[src/rtl/decode_stage.sv]
// Decode stage: classifies the fetched instruction, checks register hazards,
// reads operands and fills the ID/EX pipeline register.
module decode_stage (
    input  logic        clk,
    input  logic        rst,
    input  logic        if_valid,
    input  logic [15:0] if_instr,
    output logic        if_ready,
    output logic [3:0]  rf_src1,
    output logic [3:0]  rf_src2,
    input  logic [15:0] rf_val1,
    input  logic [15:0] rf_val2,
    input  logic        rf_inuse1,
    input  logic        rf_inuse2,
    input  logic        rf_dest_inuse,
    output logic [3:0]  rf_next_dest,
    output logic        rf_dest_we,
    input  logic        ex_ready,
    input  logic        flush,
    output logic        ex_valid,
    output logic [3:0]  ex_op,
    output logic [3:0]  ex_dest,
    output logic [15:0] ex_a,
    output logic [15:0] ex_b,
    output logic        halted,
    output logic [15:0] stall_cnt
);

    typedef enum logic [1:0] {
        S_RUN   = 2'd0,
        S_STALL = 2'd1,
        S_HALT  = 2'd2
    } state_t;

    localparam logic [3:0] OP_NOP  = 4'h0;
    localparam logic [3:0] OP_LI   = 4'h8;
    localparam logic [3:0] OP_HALT = 4'hF;

    state_t      state_q, state_d;
    logic        ex_valid_q, ex_valid_d;
    logic [3:0]  ex_op_q, ex_op_d;
    logic [3:0]  ex_dest_q, ex_dest_d;
    logic [15:0] ex_a_q, ex_a_d;
    logic [15:0] ex_b_q, ex_b_d;
    logic [15:0] stall_cnt_q, stall_cnt_d;

    logic [3:0] op;
    logic       is_li;
    logic       is_halt;
    logic       is_alu;
    logic       hazard;
    logic       slot_free;
    logic       issue;

    assign op      = if_instr[15:12];
    assign is_li   = (op == OP_LI);
    assign is_halt = (op == OP_HALT);
    assign is_alu  = (op != OP_NOP) && !is_li && !is_halt;

    assign rf_src1      = if_instr[7:4];
    assign rf_src2      = if_instr[3:0];
    assign rf_next_dest = if_instr[11:8];

    // Hazard detection, issue qualification and register-file write marking
    always_comb begin
        hazard = if_valid &&
                 ((is_alu && (rf_inuse1 || rf_inuse2)) ||
                  ((is_alu || is_li) && rf_dest_inuse));
        slot_free  = !ex_valid_q || ex_ready;
        // rst is asynchronous, so block issue combinationally while it is high
        issue      = !rst && (state_q != S_HALT) && if_valid &&
                     !hazard && slot_free && !flush;
        if_ready   = issue;
        rf_dest_we = issue && (is_alu || is_li);
    end

    // Next-state logic: flush only releases a stall, otherwise state holds
    always_comb begin
        state_d = state_q;
        unique case (state_q)
            S_RUN: begin
                if (!flush) begin
                    if (issue && is_halt) begin
                        state_d = S_HALT;
                    end else if (hazard) begin
                        state_d = S_STALL;
                    end
                end
            end
            S_STALL: begin
                if (flush) begin
                    state_d = S_RUN;
                end else if (issue && is_halt) begin
                    state_d = S_HALT;
                end else if (issue || !if_valid) begin
                    state_d = S_RUN;
                end
            end
            S_HALT: begin
                state_d = S_HALT;
            end
            default: begin
                state_d = S_RUN;
            end
        endcase
    end

    // ID/EX pipeline register contents and saturating stall counter
    always_comb begin
        ex_valid_d  = ex_valid_q;
        ex_op_d     = ex_op_q;
        ex_dest_d   = ex_dest_q;
        ex_a_d      = ex_a_q;
        ex_b_d      = ex_b_q;
        stall_cnt_d = stall_cnt_q;
        if (flush) begin
            ex_valid_d = 1'b0;
        end else if (issue) begin
            ex_valid_d = 1'b1;
            ex_op_d    = op;
            ex_dest_d  = if_instr[11:8];
            unique case (1'b1)
                is_alu: begin
                    ex_a_d = rf_val1;
                    ex_b_d = rf_val2;
                end
                is_li: begin
                    ex_a_d = {8'h00, if_instr[7:0]};
                    ex_b_d = 16'h0000;
                end
                default: begin
                    ex_a_d = 16'h0000;
                    ex_b_d = 16'h0000;
                end
            endcase
        end else if (ex_ready) begin
            ex_valid_d = 1'b0;
        end
        if (hazard && (state_q != S_HALT) && (stall_cnt_q != 16'hFFFF)) begin
            stall_cnt_d = stall_cnt_q + 16'd1;
        end
    end

    // State and pipeline registers
    always_ff @(posedge clk or posedge rst) begin
        if (rst) begin
            state_q     <= S_RUN;
            ex_valid_q  <= 1'b0;
            ex_op_q     <= 4'h0;
            ex_dest_q   <= 4'h0;
            ex_a_q      <= 16'h0000;
            ex_b_q      <= 16'h0000;
            stall_cnt_q <= 16'h0000;
        end else begin
            state_q     <= state_d;
            ex_valid_q  <= ex_valid_d;
            ex_op_q     <= ex_op_d;
            ex_dest_q   <= ex_dest_d;
            ex_a_q      <= ex_a_d;
            ex_b_q      <= ex_b_d;
            stall_cnt_q <= stall_cnt_d;
        end
    end

    assign ex_valid  = ex_valid_q;
    assign ex_op     = ex_op_q;
    assign ex_dest   = ex_dest_q;
    assign ex_a      = ex_a_q;
    assign ex_b      = ex_b_q;
    assign halted    = (state_q == S_HALT);
    assign stall_cnt = stall_cnt_q;

endmodule

[config.mk]
export PLATFORM = sky130hd
export DESIGN_NAME = decode_stage
export DESIGN_NICKNAME = d
export VERILOG_FILES = /design/src/rtl/decode_stage.sv
export SDC_FILE = /design/constraint.sdc
export NUM_CORES = 1
export LEC_CHECK = 0
export ABC_AREA = 1
export CAP_MARGIN = 20
export CORE_ASPECT_RATIO = 0.8
export CORE_UTILIZATION = 46
export DETAILED_ROUTE_END_ITERATION = 8
export GPL_TIMING_DRIVEN = 0
export PLACE_DENSITY = 0.86
export SLEW_MARGIN = 20
export SYNTH_ARGS = -nofsm -noshare
export SYNTH_HDL_FRONTEND = slang
export SYNTH_SLANG_ARGS = --single-unit
[constraint.sdc]
create_clock -name clk -period 2.91 [get_ports clk]
set_input_delay 0.582 -clock clk [delete_from_list [all_inputs] [get_ports clk]]
set_output_delay 0.582 -clock clk [all_outputs]
set_load 0.05 [all_outputs]
* Word-level counts from Yosys, hierarchy flattened
Cells that the tools add are included.
Operators by class: add/sub/neg operators 1, equality and inequality tests 9, multiplexer cells 12, bitwise operators 1, reductions and logical operators 31
Operator list (number):
- one-hot mux 16 bit (2 select lines) | 1
- adder 16 x 1 -> 16 bit, second input constant | 1
- 2-to-1 mux 16 bit | 1
- inequality test 16 bit, second input constant | 1
- logical AND 1 bit | 14
- 2-to-1 mux 2 bit | 6
- == test 4 bit, second input constant | 2
- logical NOT 1 bit | 7
- one-hot mux 2 bit (3 select lines) | 1
- logical OR 1 bit | 5
- inequality test 2 bit, second input constant | 2
- inequality test 4 bit, second input constant | 1
- nonzero test 4 bit | 1
- 2-to-1 mux 1 bit | 3
- inequality test 3 bit, second input constant | 1
- AND reduction 3 bit | 1
- nonzero test 3 bit | 1
- == test 2 x 1 -> 1 bit, second input constant | 1
- == test 2 bit, second input constant | 1
- logical NOT 2 bit | 1
- AND reduction 2 bit | 1
- inverter 1 bit | 1
Word-level totals: register bits 59, output and inout port bits 72

* Depth between registers and ports, before layout
depth after elaboration 17, mapped depth 13

* Worst setup path before layout
Ideal clock, no wire load.
path type input -> output, from in rf_inuse2, to out rf_dest_we, arrival time 1.940 ns, setup slack 0.388 ns, stages on the path 8, cell sequence or2_2 > nand3_1 > nand2_1 > nand3_2 > nand4_4 > buf_6 > buf_6 > a21oi_2
Between the ends: longest elaborated chain between the ends 9
Ends and longest elaborated chain:
- start, declared | RTL line 14 | input logic rf_inuse2,
- logical OR 1 bit | RTL line 67 | ((is_alu && (rf_inuse1 || rf_inuse2)) ||
- logical AND 1 bit | RTL line 67
- logical OR 1 bit | RTL line 67
- logical AND 1 bit | RTL line 66 | hazard = if_valid &&
- logical NOT 1 bit | RTL line 72 | !hazard && slot_free && !flush;
- logical AND 1 bit | RTL line 71 | issue = !rst && (state_q != S_HALT) && if_valid &&
- logical AND 1 bit (2 in series) | RTL line 72
- logical AND 1 bit | RTL line 74 | rf_dest_we = issue && (is_alu || is_li);
- end, declared | RTL line 17 | output logic rf_dest_we,
Every way passes these cells.

* Worst setup path after layout
Same ends and word-level chain as after synthesis.

==> results.toml <==
[run_status]
status = "finished, final reports clean"

[logic_synthesis]
synth.area.top_cells = "dfrtp_1 50%, nand2_1 19%, o21ai_1 4.6%"
yosysWarnings = 0
yosysTopAreaCell = "dfrtp_1"
yosysTopAreaCellShare_pct = 50.26
synth_area_um2 = 2938
ys_ff_latch = 59
synth-seq-area-share_pct = 50.26
yosysUniqueCellTypes = 32
syn_inst = 366
syn_nets = 423
syn_avg_cell_area_um2 = 8.027

[die]
io_pins = 128
die_h_um = 73.48
die_x_um = 91.35
coreArea_um2 = 6037
die_area_um2 = 6712
start_util_pct = 48.66
rows = 25

[timing]
finalCriticalPeriod_ns = 2.825
fin_crit_sh_pct = 97.06
hold_viol = 0
fmax_mhz = 354.0
fin_tns_setup_ns = 0
clock_skew_ns = 0.006592
setup_viol = 0
maxSlewViolCount = 0
slew_headroom_pct = 51.99
tightest_slew_ns = 0.7201

[drt]
vias = 2863
ant_nets = 0
drt_wl_total_um = 8070
first_pass_iters = 4
via_per_inst = 4.820
drc = 0
first_iter_violations = 112
wl_per_cell_um = 13.59

[final_layout]
drive_gt1_share_pct = 11.89
nNetsFinal = 565
stdcell_area_um2 = 4611
area_delta_synth_final_pct = 56.94
num-fill-cells = 431
antenna_cells = 0
final_cells = 594

[clock_network]
cts_max_level = 3
root_buffer = "clkbuf_8"
cts_tree = "yes"
cts-buffers-inserted = 9
clk_pin_slew_worst_paths_ns = 0.06
cts_buffer_depth = 2
clkSinkCount = 59
insertion_delay_ns = 0.34

[place]
placed_area_um2 = 4313
placedCellCount = 574
place_congestion = 0.8892
port_buffers = 127
dp_hpwl_um = 5804

[run]
drv_cap = 0

[grt]
overflow = 0
antenna_found_initial = 0
track_usage_pct = 25.21
grt_pass1_wl_um = 13040
grt_max_degree = 60
first_global_vias = 2743

[critical_path]
worstPathCellList = "clkdlybuf4s50_1 -> or2_2 -> nand3_1 -> nand2_1 -> nand3_2 -> nand4_4 -> buf_8 -> buf_6 -> a21oi_2 -> buf_6"
cp_max_fo = 10
startpoint = "rf_inuse2"
crit_end = "rf_dest_we"
r2r_end = "stall_cnt[6]"
cp.arrival_ns = 2.24
r2r_setup_slack_ns = 1.16
crit_slowest_cell = "clkdlybuf4s50_1"
crit_type = "primary input to primary output"
crit_top_cell = "buf_6"
r2r_start = "stall_cnt[0]"
max_stage_delay_ns = 0.39
cp-end-kind = "primary output"
cp.required_ns = 2.33
cp-start-kind = "primary input"
rr_worst_depth = 9

[power_and_ir_drop]
powerDensity_nw_per_um2 = 751.1
p_leak_nw = 2.208
irDropWorstVdd_v = 0.0004702
p_total_w = 0.003463

[min_path]
hold_path.class = "flop to flop"
==> cell families after synthesis <==
kind of cell             Yosys count  synth area share, %
AND/OR/NAND/NOR                  193                27.64
adder cells (fa/ha/maj)            1               0.4258
flip-flops                        59                50.26
XOR/XNOR                          14                4.174
AO/OA/AOI/OAI                     45                8.092
buffers and inverters             54                9.412
==> routing by layer <==
layer | routed length, um | vias to the layer above | GRT usage [%]
met4 | 68 | 0 | 6.526
met3 | 693 | 7 | 8.489
met1 | 3387 | 1323 | 31.03
met5 | 0 | - | 0
met2 | 3921 | 111 | 43.18
li1 | - | 1422 | -
==> per-stage QoR <==
step           hold WS, ns  setup WS [ns]  utilization [%]
6_report            0.4800        0.08543            76.37
5_1_grt             0.5016       -0.01963            76.37
4_1_cts             0.4813       0.006101            75.69
3_5_place_dp        0.4643        -0.7002            71.44
3_3_place_gp        0.4626        -0.6371            71.40
2_1_floorplan       0.4743         0.3876                -
==> what timing repair did <==
action                                  in CTS  in global routing
setup buffers                                2                  2
pin swaps                                    0                  1
hold endpoints to repair                     0                  0
hold buffers                                 0                  0
endpoints found under the setup margin       2                  2
gates resized for setup                     14                  8
==> how the worst min path moves through the flow <==
stage	from	end	depth (start not counted)
finish	ex_a[0]	ex_a[0]	2
global route	ex_a[0]	ex_a[0]	2
CTS	ex_a[2]	ex_a[2]	2
detailed placement	ex_a[2]	ex_a[2]	2
global placement	ex_a[0]	ex_a[0]	2
floorplan	state_q[1]	state_q[1]	1
==> area by class of cell <==
| class | instances | area [um^2] | area share [%] |
|---|---|---|---|
| sequential | 59 | 1476 | 32.02 |
| timing repair buffer | 131 | 1310 | 28.41 |
| multi-input combinational | 253 | 1202 | 26.08 |
| clock buffer | 13 | 168.9 | 3.664 |
| buffer | 24 | 165.2 | 3.582 |
| inverter | 30 | 117.6 | 2.551 |
| tap | 81 | 101.3 | 2.198 |
| clock inverter | 3 | 68.82 | 1.493 |
==> report_power, final <==
| group | internal [W] | total [W] | switching [W] |
|---|---|---|---|
| Clock | 0.000554 | 0.000878 | 0.000323 |
| Sequential | 0.000994 | 0.00113 | 0.000140 |
| Combinational | 0.000501 | 0.00145 | 0.000950 |
| Total | 0.00205 | 0.00346 | 0.00141 |
==> synth_stat cells <==
master      n
a21oi_2     1
dfrtp_1    59
a31oi_1     1
inv_1      25
clkbuf_2    2
o31ai_1     2
buf_6       2
nand4_1     3
clkbuf_1    3
nand2_1   150
nand3_1     5
a21oi_1     1
inv_2       4
o21bai_1    1
ha_1        1
buf_2       4
nor3_1      4
xor2_1     10
o21ai_1    27
buf_4      13
nor4_1      5
nor2_1     15
nor2_2      1
nand2_2     3
or2_2       2
nand2_4     1
xnor2_1     4
nand3_2     2
nand4_4     1
nand3b_1    1
o21ai_0    12
inv_4       1
==> cells in the final DEF, fill, tap and decap left out, types with 5 or more instances in the layout <==
| master | netlist | final |
|---|---|---|
| o21ai_1 | 27 | 27 |
| nor2_1 | 15 | 15 |
| o21ai_0 | 12 | 12 |
| inv_2 | 4 | 5 |
| xor2_1 | 10 | 10 |
| buf_4 | 13 | 18 |
| clkdlybuf4s50_1 | 0 | 121 |
| clkbuf_8 | 0 | 12 |
| nand3_1 | 5 | 5 |
| inv_1 | 25 | 23 |
| nor4_1 | 5 | 5 |
| dfrtp_1 | 59 | 59 |
| nand2_1 | 150 | 150 |
==> sequential cells by signal (all words and copies together) (netlist names) <==
signal     flops
ex_op          4
ex_b          16
ex_valid       1
ex_dest        4
stall_cnt     16
state_q        2
ex_a          16
==> critical path, delay by kind of cell <==
| kind | cells | cell delay, ns |
|---|---|---|
| compound gates | 1 | 0.11 |
| buf+inv | 4 | 0.85 |
| simple gates | 5 | 0.70 |
(Power assumes the default switching activity.)
